`src/rtl/ifetch.sv`:
```
// Instruction fetch unit: PC generator plus a DEPTH-entry prefetch queue of {pc, instr} pairs.
// Define IFETCH_STATS_EN to add the fetched_cnt / stall_cnt statistics outputs.
module ifetch #(
  parameter int          DEPTH    = 4,
  parameter logic [31:0] RESET_PC = 32'h0000_0000
) (
  input  logic                     clk,
  input  logic                     reset,
  input  logic                     run,
  output logic [31:0]              pc_o,
  input  logic [31:0]              instr_i,
  input  logic                     redirect,
  input  logic [31:0]              redirect_pc,
  output logic                     out_valid,
  input  logic                     out_ready,
  output logic [31:0]              out_instr,
  output logic [31:0]              out_pc,
  output logic [$clog2(DEPTH):0]   count
`ifdef IFETCH_STATS_EN
  ,
  output logic [31:0]              fetched_cnt,
  output logic [31:0]              stall_cnt
`endif
);

  localparam int PW = $clog2(DEPTH);
  localparam int CW = PW + 1;

  typedef enum logic {IDLE, FETCH} state_t;

  state_t        state, state_next;
  logic [PW-1:0] head, tail;
  logic [31:0]   pc;
  logic [31:0]   mem_instr [DEPTH];
  logic [31:0]   mem_pc    [DEPTH];
  logic          fetching, full, pop, push;

  // FSM state register
  // NOTE: sequential state uses non-blocking assignments so every register
  // samples the pre-edge values, independent of process evaluation order.
  always_ff @(posedge clk or posedge reset) begin
    if (reset) state <= IDLE;
    else       state <= state_next;
  end

  // FSM next state; a pending redirect keeps FETCH alive so the restart is not lost.
  // NOTE: defaulting state_next before the case keeps this purely combinational (no latch).
  always_comb begin
    state_next = state;
    case (state)
      IDLE:    if (run)                state_next = FETCH;
      FETCH:   if (!run && !redirect)  state_next = IDLE;
      default:                         state_next = IDLE;
    endcase
  end

  // FSM outputs: dropping run stops pushes in the same cycle.
  always_comb begin
    fetching = (state == FETCH) && run;
  end

  assign full      = (count == CW'(DEPTH));
  assign out_valid = (count != '0);
  assign pop       = out_valid && out_ready && !redirect;
  assign push      = fetching && !redirect && (!full || pop);

  assign pc_o      = pc;
  assign out_instr = mem_instr[head];
  assign out_pc    = mem_pc[head];

  always_ff @(posedge clk or posedge reset) begin
    if (reset) begin
      pc    <= RESET_PC & 32'hFFFF_FFFC;
      head  <= '0;
      tail  <= '0;
      count <= '0;
    end else if (redirect) begin
      pc    <= redirect_pc & 32'hFFFF_FFFC;
      head  <= '0;
      tail  <= '0;
      count <= '0;
    end else begin
      if (push) begin
        pc   <= pc + 32'd4;
        tail <= tail + 1'b1;
      end
      if (pop) head <= head + 1'b1;
      case ({push, pop})
        2'b10:   count <= count + 1'b1;
        2'b01:   count <= count - 1'b1;
        default: count <= count;
      endcase
    end
  end

  // NOTE: queue storage is deliberately not reset; occupancy alone defines
  // validity, so stale contents are never observable and plain RAM can be used.
  always_ff @(posedge clk) begin
    if (push) begin
      mem_instr[tail] <= instr_i;
      mem_pc[tail]    <= pc;
    end
  end

`ifdef IFETCH_STATS_EN
  always_ff @(posedge clk or posedge reset) begin
    if (reset) begin
      fetched_cnt <= '0;
      stall_cnt   <= '0;
    end else begin
      if (push) fetched_cnt <= fetched_cnt + 32'd1;
      if ((state == FETCH) && !push && !redirect) stall_cnt <= stall_cnt + 32'd1;
    end
  end
`endif

endmodule

```
`config.mk`:
```
export PLATFORM = sky130hd
export DESIGN_NAME = ifetch
export DESIGN_NICKNAME = d
export VERILOG_FILES = /design/src/rtl/ifetch.sv
export SDC_FILE = /design/constraint.sdc
export NUM_CORES = 1
export LEC_CHECK = 0
export CORE_MARGIN = 4
export CORE_UTILIZATION = 45
export DETAILED_ROUTE_END_ITERATION = 6
export DONT_BUFFER_PORTS = 1
export HOLD_SLACK_MARGIN = 0.1
export PLACE_DENSITY = 0.68
export SLEW_MARGIN = 20
export SYNTH_ARGS = -nofsm -noshare
export SYNTH_HDL_FRONTEND = slang
export SYNTH_SLANG_ARGS = --single-unit
```
`constraint.sdc`:
```
create_clock -name clk -period 3 [get_ports clk]
set_input_delay 0.6 -clock clk [delete_from_list [all_inputs] [get_ports clk]]
set_output_delay 0.6 -clock clk [all_outputs]
set_load 0.01 [all_outputs]
```
==> summary by stage, run 1 <==
Detailed routing
Across all layers, the routed design uses 5855 vias. The number of detailed-route iterations in the first pass is 5. The routed design has 23760 µm of wire. The total DRC errors in the routed layout is 0. The detail route stage leaves a number of antenna-violating nets equal to 0.

The wire length per cell is 24.37 µm. After the first detailed-routing iteration, the DRC count stood at 667. The ratio of routed vias to standard cells is 6.005.

Clocking
The clock drives 286 sinks. The number of H-tree levels is 1. TritonCTS built the clock tree. TritonCTS created 28 clock buffers. The clock insertion delay at the later pin of the skew report is 0.53 ns. CTS placed an instance of sky130_fd_sc_hd__clkbuf_16 at the clock tree root. The number of gates given a new drive strength after cts is 0. The worst-case clock buffer depth is 3. The number of setup buffers added after CTS is 0. Clock-pin slew was measured on the worst setup and hold paths at 0.06 ns.

The quantity of hold-fixing buffers added after cts is 0.

Final layout
The synthesis-to-finish area growth is 12.63%. The library cells used most frequently in the layout, excluding fill and tap cells, are sky130_fd_sc_hd__edfxtp_1 (248), sky130_fd_sc_hd__mux4_2 (62), sky130_fd_sc_hd__dfrtp_1 (36), sky130_fd_sc_hd__clkbuf_16 (29), sky130_fd_sc_hd__nor2_1 (24). The sequential cells in the finished layout cover a total of 0.008403 mm². The area of combinational cells with multiple inputs is 0.002821 mm². The total inserted antenna cells is 0. For this run, the post-layout net count is 704. The library cell used most frequently in the layout, excluding fill and tap cells, is sky130_fd_sc_hd__edfxtp_1.

The fraction of layout cells with a size suffix above 1 is 0.2151. The layout has 1923 filler cells. The final instance area is 0.01283 mm².

Timing
Setup repair after global routing left no endpoint under its margin. Derived from the worst setup path, the maximum achievable clock frequency is 367.6 MHz. Subtracting the final worst setup slack from the clock period gives 2.720 ns. Setup violations remaining at the end of the flow were counted as 0. In this run the tightest slew margin relative to its limit is 0.3472. The portion of the clock cycle consumed by the worst path in the final layout is 0.9067. For the pin with the worst max-slew slack, the measured transition is 0.9781 ns. Summed over all failing endpoints, the final setup total negative slack is 0 ns. The final count of pins violating max slew is 0.

Between clock sinks in the finished design, the worst skew comes to 0.01008 ns. Setup slack on the critical path of the routed design comes to 0.2799 ns. The final-report hold violation count was 0.

Floorplanning
169 I/O pins were placed. The vertical extent of the die is 167.1 µm. For this configuration, the core starts out at a cell density of 0.4629.

The number of placement rows is 57. The horizontal die dimension is 167.1 µm. The core outline area is 0.02460 mm². The die covers 0.02792 mm².

Setup path
The type of element capturing the critical path is a primary output. The highest fanout seen on the critical path is 34. Among all stages on the critical path, the largest delay is contributed by sky130_fd_sc_hd__dfrtp_4. The kind of launch point of the worst setup path is a flip-flop.

The setup path with the least slack is of type flip-flop to primary output. The endpoint required time on the critical path is 2.40 ns. The cell family contributing the most delay on the critical path is flip-flops. Data on the critical path arrives at its endpoint at 2.12 ns. The critical path buffer and inverter count is 1.

The highest cell delay on the worst timing path is 0.63 ns. The signal on the critical path passes through buf_12 -> mux4_2.

Place
In this run the cell area measured after placement is 0.01186 mm². The post-place setup slack is 0.5733 ns. Detailed placement ended at an HPWL of 15530 µm. During placement, the flow inserted port buffers numbering 0. The congestion estimate from routability-driven global placement came to 0.8602.

Run
Across the run, the number of max-cap violations was 0.

Global routing
The wire length of the first global-routing pass is 36600 µm. Entering global routing, the biggest net connects 55 pins. The total overflow left after global routing is 0. The initial antenna violation count came to 0. The overall global routing resource usage is 0.1669. The via count of the first global-routing pass is 6011.

Yosys
The cell count after synthesis is 614. The predominant post-synthesis flop cell is sky130_fd_sc_hd__edfxtp_1. The per-instance average area after synthesis is 18.55 µm². The count of yosys warnings during synthesis is 0. Synthesis instantiated 52 different standard cells from the library. The number of synthesized register bits is 286. In this run the cell area of the synthesized design comes to 0.01139 mm².

Yosys mapped a number of flops with a built-in enable equal to 248. Of all flip-flops after synthesis, the portion carrying an async set or reset was 0.1329. The sequential cell area fraction in the yosys report is 0.7373.

Pwr
Summed over all cells, the static leakage comes to 4.059 nW. Across the VDD grid, the largest voltage drop is 0.0005885 V. The ratio of total power to cell area is 729.5 mW/mm². The design draws 0.009358 W.

Worst hold path
The worst hold path belongs to the class input pin to flip-flop.

Run status
The run finished with clean final reports.
## area by class of cell
type	count	share of cell area
tap	324	0.03160
timing repair buffer	16	0.01521
multi-input combinational	289	0.2199
sequential	286	0.6550
clock inverter	16	0.01414
inverter	8	0.002341
clock buffer	36	0.06174
## worst register-to-register path: stages, from the launching register on
cell and delay, ns:
sky130_fd_sc_hd__dfrtp_1 0.61, sky130_fd_sc_hd__ha_1 0.24, sky130_fd_sc_hd__and2_1 0.24, sky130_fd_sc_hd__nand3_1 0.42, sky130_fd_sc_hd__or4_1 0.64, sky130_fd_sc_hd__a31oi_1 0.23
## cells by family after synthesis
kind of cell	Yosys count	synth area share
mux	64	0.1245
buf+inv	42	0.01681
other cells	1	0.0003292
simple gates	142	0.07009
flops	286	0.7373
compound gates	63	0.03603
fa+ha+maj	6	0.007250
xor+xnor	10	0.007689
## through the flow
stage               hold WS [ns]  cells    util
finish                    0.1353    975  0.5214
floorplan                 0.4665    617       -
detailed placement        0.4830    923  0.4818
global route              0.1056    975  0.5214
CTS                       0.1116    975  0.5214
global placement          0.4746    923  0.4818
## synthesized netlist by cell type (9+ instances only)
library cell / instances / area [µm²]
sky130_fd_sc_hd__edfxtp_1: 248 / 7447
sky130_fd_sc_hd__mux4_2: 62 / 1396
sky130_fd_sc_hd__dfrtp_1: 38 / 950.9
sky130_fd_sc_hd__nor2_1: 24 / 90.09
sky130_fd_sc_hd__nand3_1: 21 / 105.1
sky130_fd_sc_hd__nand2_1: 19 / 71.32
sky130_fd_sc_hd__o21ai_0: 17 / 85.08
sky130_fd_sc_hd__nand4_1: 16 / 100.1
sky130_fd_sc_hd__clkbuf_1: 15 / 56.30
sky130_fd_sc_hd__a31oi_1: 13 / 81.33
sky130_fd_sc_hd__nor3_1: 12 / 60.06
sky130_fd_sc_hd__or4_1: 12 / 90.09
sky130_fd_sc_hd__o31ai_1: 11 / 82.58
sky130_fd_sc_hd__buf_2: 9 / 45.04
## where the power goes
part / switching, W / internal (W)
clock network: 0.00140 / 0.00220
logic: 0.000557 / 0.000480
registers: 0.000224 / 0.00450
total: 0.00218 / 0.00718
## per-layer routing
layer	share of wire	vias to the layer above	track usage	wire length, µm
met5	0	-	0	0
met1	0.38	2997	0.2123	9017
met4	0.016	0	0.03380	389
li1	-	2555	-	-
met3	0.11	38	0.06624	2719
met2	0.49	265	0.2758	11630
## registers in the layout, indices dropped and copies added (netlist names)
name       flops
head           2
count          3
mem_instr    128
mem_pc       120
tail           2
pc_o          30
state          1
## worst paths after layout
| check | from | to | slack [ns] | cells after the start |
|---|---|---|---|---|
| hold / removal | redirect | count[1]$_DFFE_PP0P_ | 0.14 | 1 |
| setup reg to reg | pc_o[3]$_DFFE_PP0P_ | pc_o[18]$_DFFE_PP0P_ | 0.52 | 5 |
| setup / recovery | head[0]$_DFFE_PP0P_ | out_pc[12] | 0.28 | 2 |
| max in group asynchronous | reset | pc_o[25]$_DFFE_PP0P_ | 2.02 | 2 |
| hold reg to reg | state$_DFF_PP0_ | state$_DFF_PP0_ | 0.50 | 1 |
| min in group asynchronous | reset | pc_o[22]$_DFFE_PP0P_ | 0.19 | 1 |
(Power assumes the default switching activity.)
==> run 2: changes to the inputs <==
--- a/config.mk
+++ b/config.mk
@@ -9,6 +9,7 @@
 export CORE_UTILIZATION = 45
 export DETAILED_ROUTE_END_ITERATION = 6
 export DONT_BUFFER_PORTS = 1
+export GPL_TIMING_DRIVEN = 0
 export HOLD_SLACK_MARGIN = 0.1
 export PLACE_DENSITY = 0.68
 export SLEW_MARGIN = 20
==> run 2 against run 1 <==
Against the previous run: register-to-register slack improved by 0.09 ns; first-iteration DRC count fell by 10%; maximum frequency fell by 3.8%; critical path type unchanged; die area did not move; final area rose by 0.23%; largest cell class unchanged; sequential cell count did not move.
==> summary by stage, run 2 (synthesized netlist as in run 1, its figures left out) <==
Run status
The run finished with clean final reports.

Global routing
Global routing finished with a remaining overflow of 0. The wire length of the first global-routing pass is 37360 µm. For this run, the total global-route usage over all layers was measured as 0.1708. The via count of the first global-routing pass is 6170. The maximum number of pins on one net before global-route repair is 48.

The initial antenna violation count is 0.

Pwr
The maximum resistive drop on vdd is 0.0004060 V. The leakage power of the design is 4.094 nW. The total power draw is 0.009105 W. In this run the power density over the cells is 708.1 mW/mm².

Detailed routing
The first detailed-routing pass took 5 iterations. In this run the remaining antenna-violating nets after routing total 0. The wire length after detailed routing is 24360 µm. After detailed routing, the met3 layer carries 2746 µm of wire. The wire length per cell is 24.41 µm. The total vias in the final route is 5973. After detailed routing, the wire length on met1 is 9179 µm. The highest routed metal layer is met4. Detailed routing placed a total of 12020 µm of wire on met2.

After detailed routing, the number of remaining DRC violations is 0. The ratio of routed vias to standard cells is 5.985. For this block, the initial DRC count from the detailed router was 598.

Timing
The tightest hold path in the finished design has a slack of 0.1548 ns. Measured against its own limit, the worst slew margin works out to 0.5434. The highest clock frequency the design can meet is 353.6 MHz. Setup violations remaining at the end of the flow were counted as 0. Of the available clock period, the critical path in the final layout requires 0.9426.

Setup repair after global routing left no endpoint under its margin. The worst-case clock skew is 0.01174 ns. The slew at the pin closest to its max-slew limit is 0.6797 ns. The final count of pins violating max slew is 0.

The routed design could run at a clock period as short as 2.828 ns. The final-report hold violation count was 0.

Final layout
The number of flip-flops in the largest register is 128. The final instance area is 0.01286 mm². The post-route non-filler standard cell count is 998. The number of nets in the finished design is 728. The total inserted antenna cells is 0. The fraction of layout cells with a size suffix above 1 is 0.2226. The register with the most flip-flops in the final layout is mem_instr. Leaving out fill and tap cells, the most frequent cells in the layout are sky130_fd_sc_hd__edfxtp_1 (248), sky130_fd_sc_hd__mux4_2 (62), sky130_fd_sc_hd__dfrtp_1 (37), sky130_fd_sc_hd__clkbuf_16 (29), sky130_fd_sc_hd__nor2_1 (24). The library cell used most frequently in the layout, excluding fill and tap cells, is sky130_fd_sc_hd__edfxtp_1. Compared with the post-synthesis result, the final layout area differs by 12.90%.

Setup path
The critical path ends at out_instr[12]. The endpoint of the lowest-slack register-to-register path is pc_o[16]$_DFFE_PP0P_. The worst reg2reg path startpoint is pc_o[2]$_DFFE_PP0P_. The worst setup path is captured at a primary output. The number of cells on the worst reg-to-reg path is 6.

Tracing the worst setup path back leads to its startpoint at head[1]$_DFFE_PP0P_. The worst setup path is launched from a flip-flop. The reg2reg setup slack is 0.61 ns. The worst setup path category is flip-flop to primary output. For the worst setup path, the data required time is 2.40 ns. Data arrives at the worst endpoint at 2.23 ns. The highest fanout seen on the critical path is 10.

Place
The detailed placer's ending HPWL is 16320 µm. The weighted congestion reported at the end of routability-driven placement is 0.8939. The number of cells after detailed placement is 946. Port buffering added 0 buffers. The cell area reported after detailed placement is 0.01195 mm².

Floorplanning
The vertical extent of the die is 167.1 µm. The horizontal die dimension is 167.1 µm. For this design the top-level I/O count stands at 169. The area enclosed by the die boundary is 0.02792 mm². The number of placement rows is 57. The core region is 0.02460 mm². The starting utilization of the core area is 0.4629.

Worst hold path
The class of the most critical hold timing path is input pin to flip-flop. Along the worst hold path, the cell count comes to 1.

Clocking
Clock-pin slew was measured on the worst setup and hold paths at 0.06 ns. The root buffer selected by CTS is sky130_fd_sc_hd__clkbuf_16. TritonCTS built the clock tree.

Counting along the longest clock path gives a buffer depth of 3. The number of setup buffers added after CTS is 0. The number of H-tree levels is 1. In this run, CTS created clock tree buffers numbering 29. The clock insertion delay at the later pin of the skew report is 0.53 ns.

The number of sinks handled by clock tree synthesis is 286.

Run
The total of max-cap violations is 0.
## run 2: cell count changes in the layout (fill, tap and decap cells not counted), moves of 5 or more
cell / change
sky130_fd_sc_hd__buf_2: +11
sky130_fd_sc_hd__clkbuf_1: +12
sky130_fd_sc_hd__buf_16: +5
sky130_fd_sc_hd__clkbuf_2: +5
sky130_fd_sc_hd__buf_12: -6
## run 2: worst min path at each step
stage                                from                   endpoint  slack (ns)
after detailed placement  state$_DFF_PP0_            state$_DFF_PP0_        0.49
after floorplan           state$_DFF_PP0_            state$_DFF_PP0_        0.47
after global routing           instr_i[6]  mem_instr[3][6]$_DFFE_PP_        0.13
after CTS                             run            state$_DFF_PP0_        0.13
after global placement    state$_DFF_PP0_            state$_DFF_PP0_        0.48
final                                 run            state$_DFF_PP0_        0.15
## run 2: area by class of cell
type                       instances  area (µm²)
buffer                            33       166.4
clock buffer                      33       740.7
clock inverter                    19       147.6
fill                            1956       11750
inverter                           8       30.03
multi-input combinational        289        2821
sequential                       286        8399
tap                              324       405.4
timing repair buffer               6       147.6
## run 2: power by group
part           total (W)  switching, W  internal [W]  leakage, nW
Sequential       0.00472      0.000217       0.00450         2.68
Combinational    0.00106      0.000586      0.000474        0.980
Clock            0.00333       0.00140       0.00193        0.436
Total            0.00911       0.00220       0.00691         4.09
## run 2: worst max-delay path, cell delays in order, from the launching register on
cell,delay (ns)
sky130_fd_sc_hd__dfrtp_1,0.32
sky130_fd_sc_hd__clkbuf_1,0.39
sky130_fd_sc_hd__clkbuf_1,0.53
sky130_fd_sc_hd__mux4_2,0.46
## run 2: what timing repair did
action / CTS / global route
setup endpoints to repair: 60 / 46
hold buffers: 1 / 0
hold endpoints to repair: 17 / 0
gates resized for setup: 3 / 7
## run 2: layer usage
layer,up-vias,GRT usage
li1,2596,-
met2,256,0.2843
met3,37,0.06907
met4,0,0.03557
met5,-,0
met1,3084,0.2139
## run 2: metrics by stage
stage	setup TNS, ns	util	worst slack (ns)
2_1_floorplan	0	-	0.1561
5_1_grt	0	0.5226	0.01396
4_1_cts	-0.0001801	0.5223	-0.0001801
3_5_place_dp	-0.9173	0.4858	-0.6049
6_report	0	0.5226	0.1722
3_3_place_gp	-97.56	0.4800	-0.4658
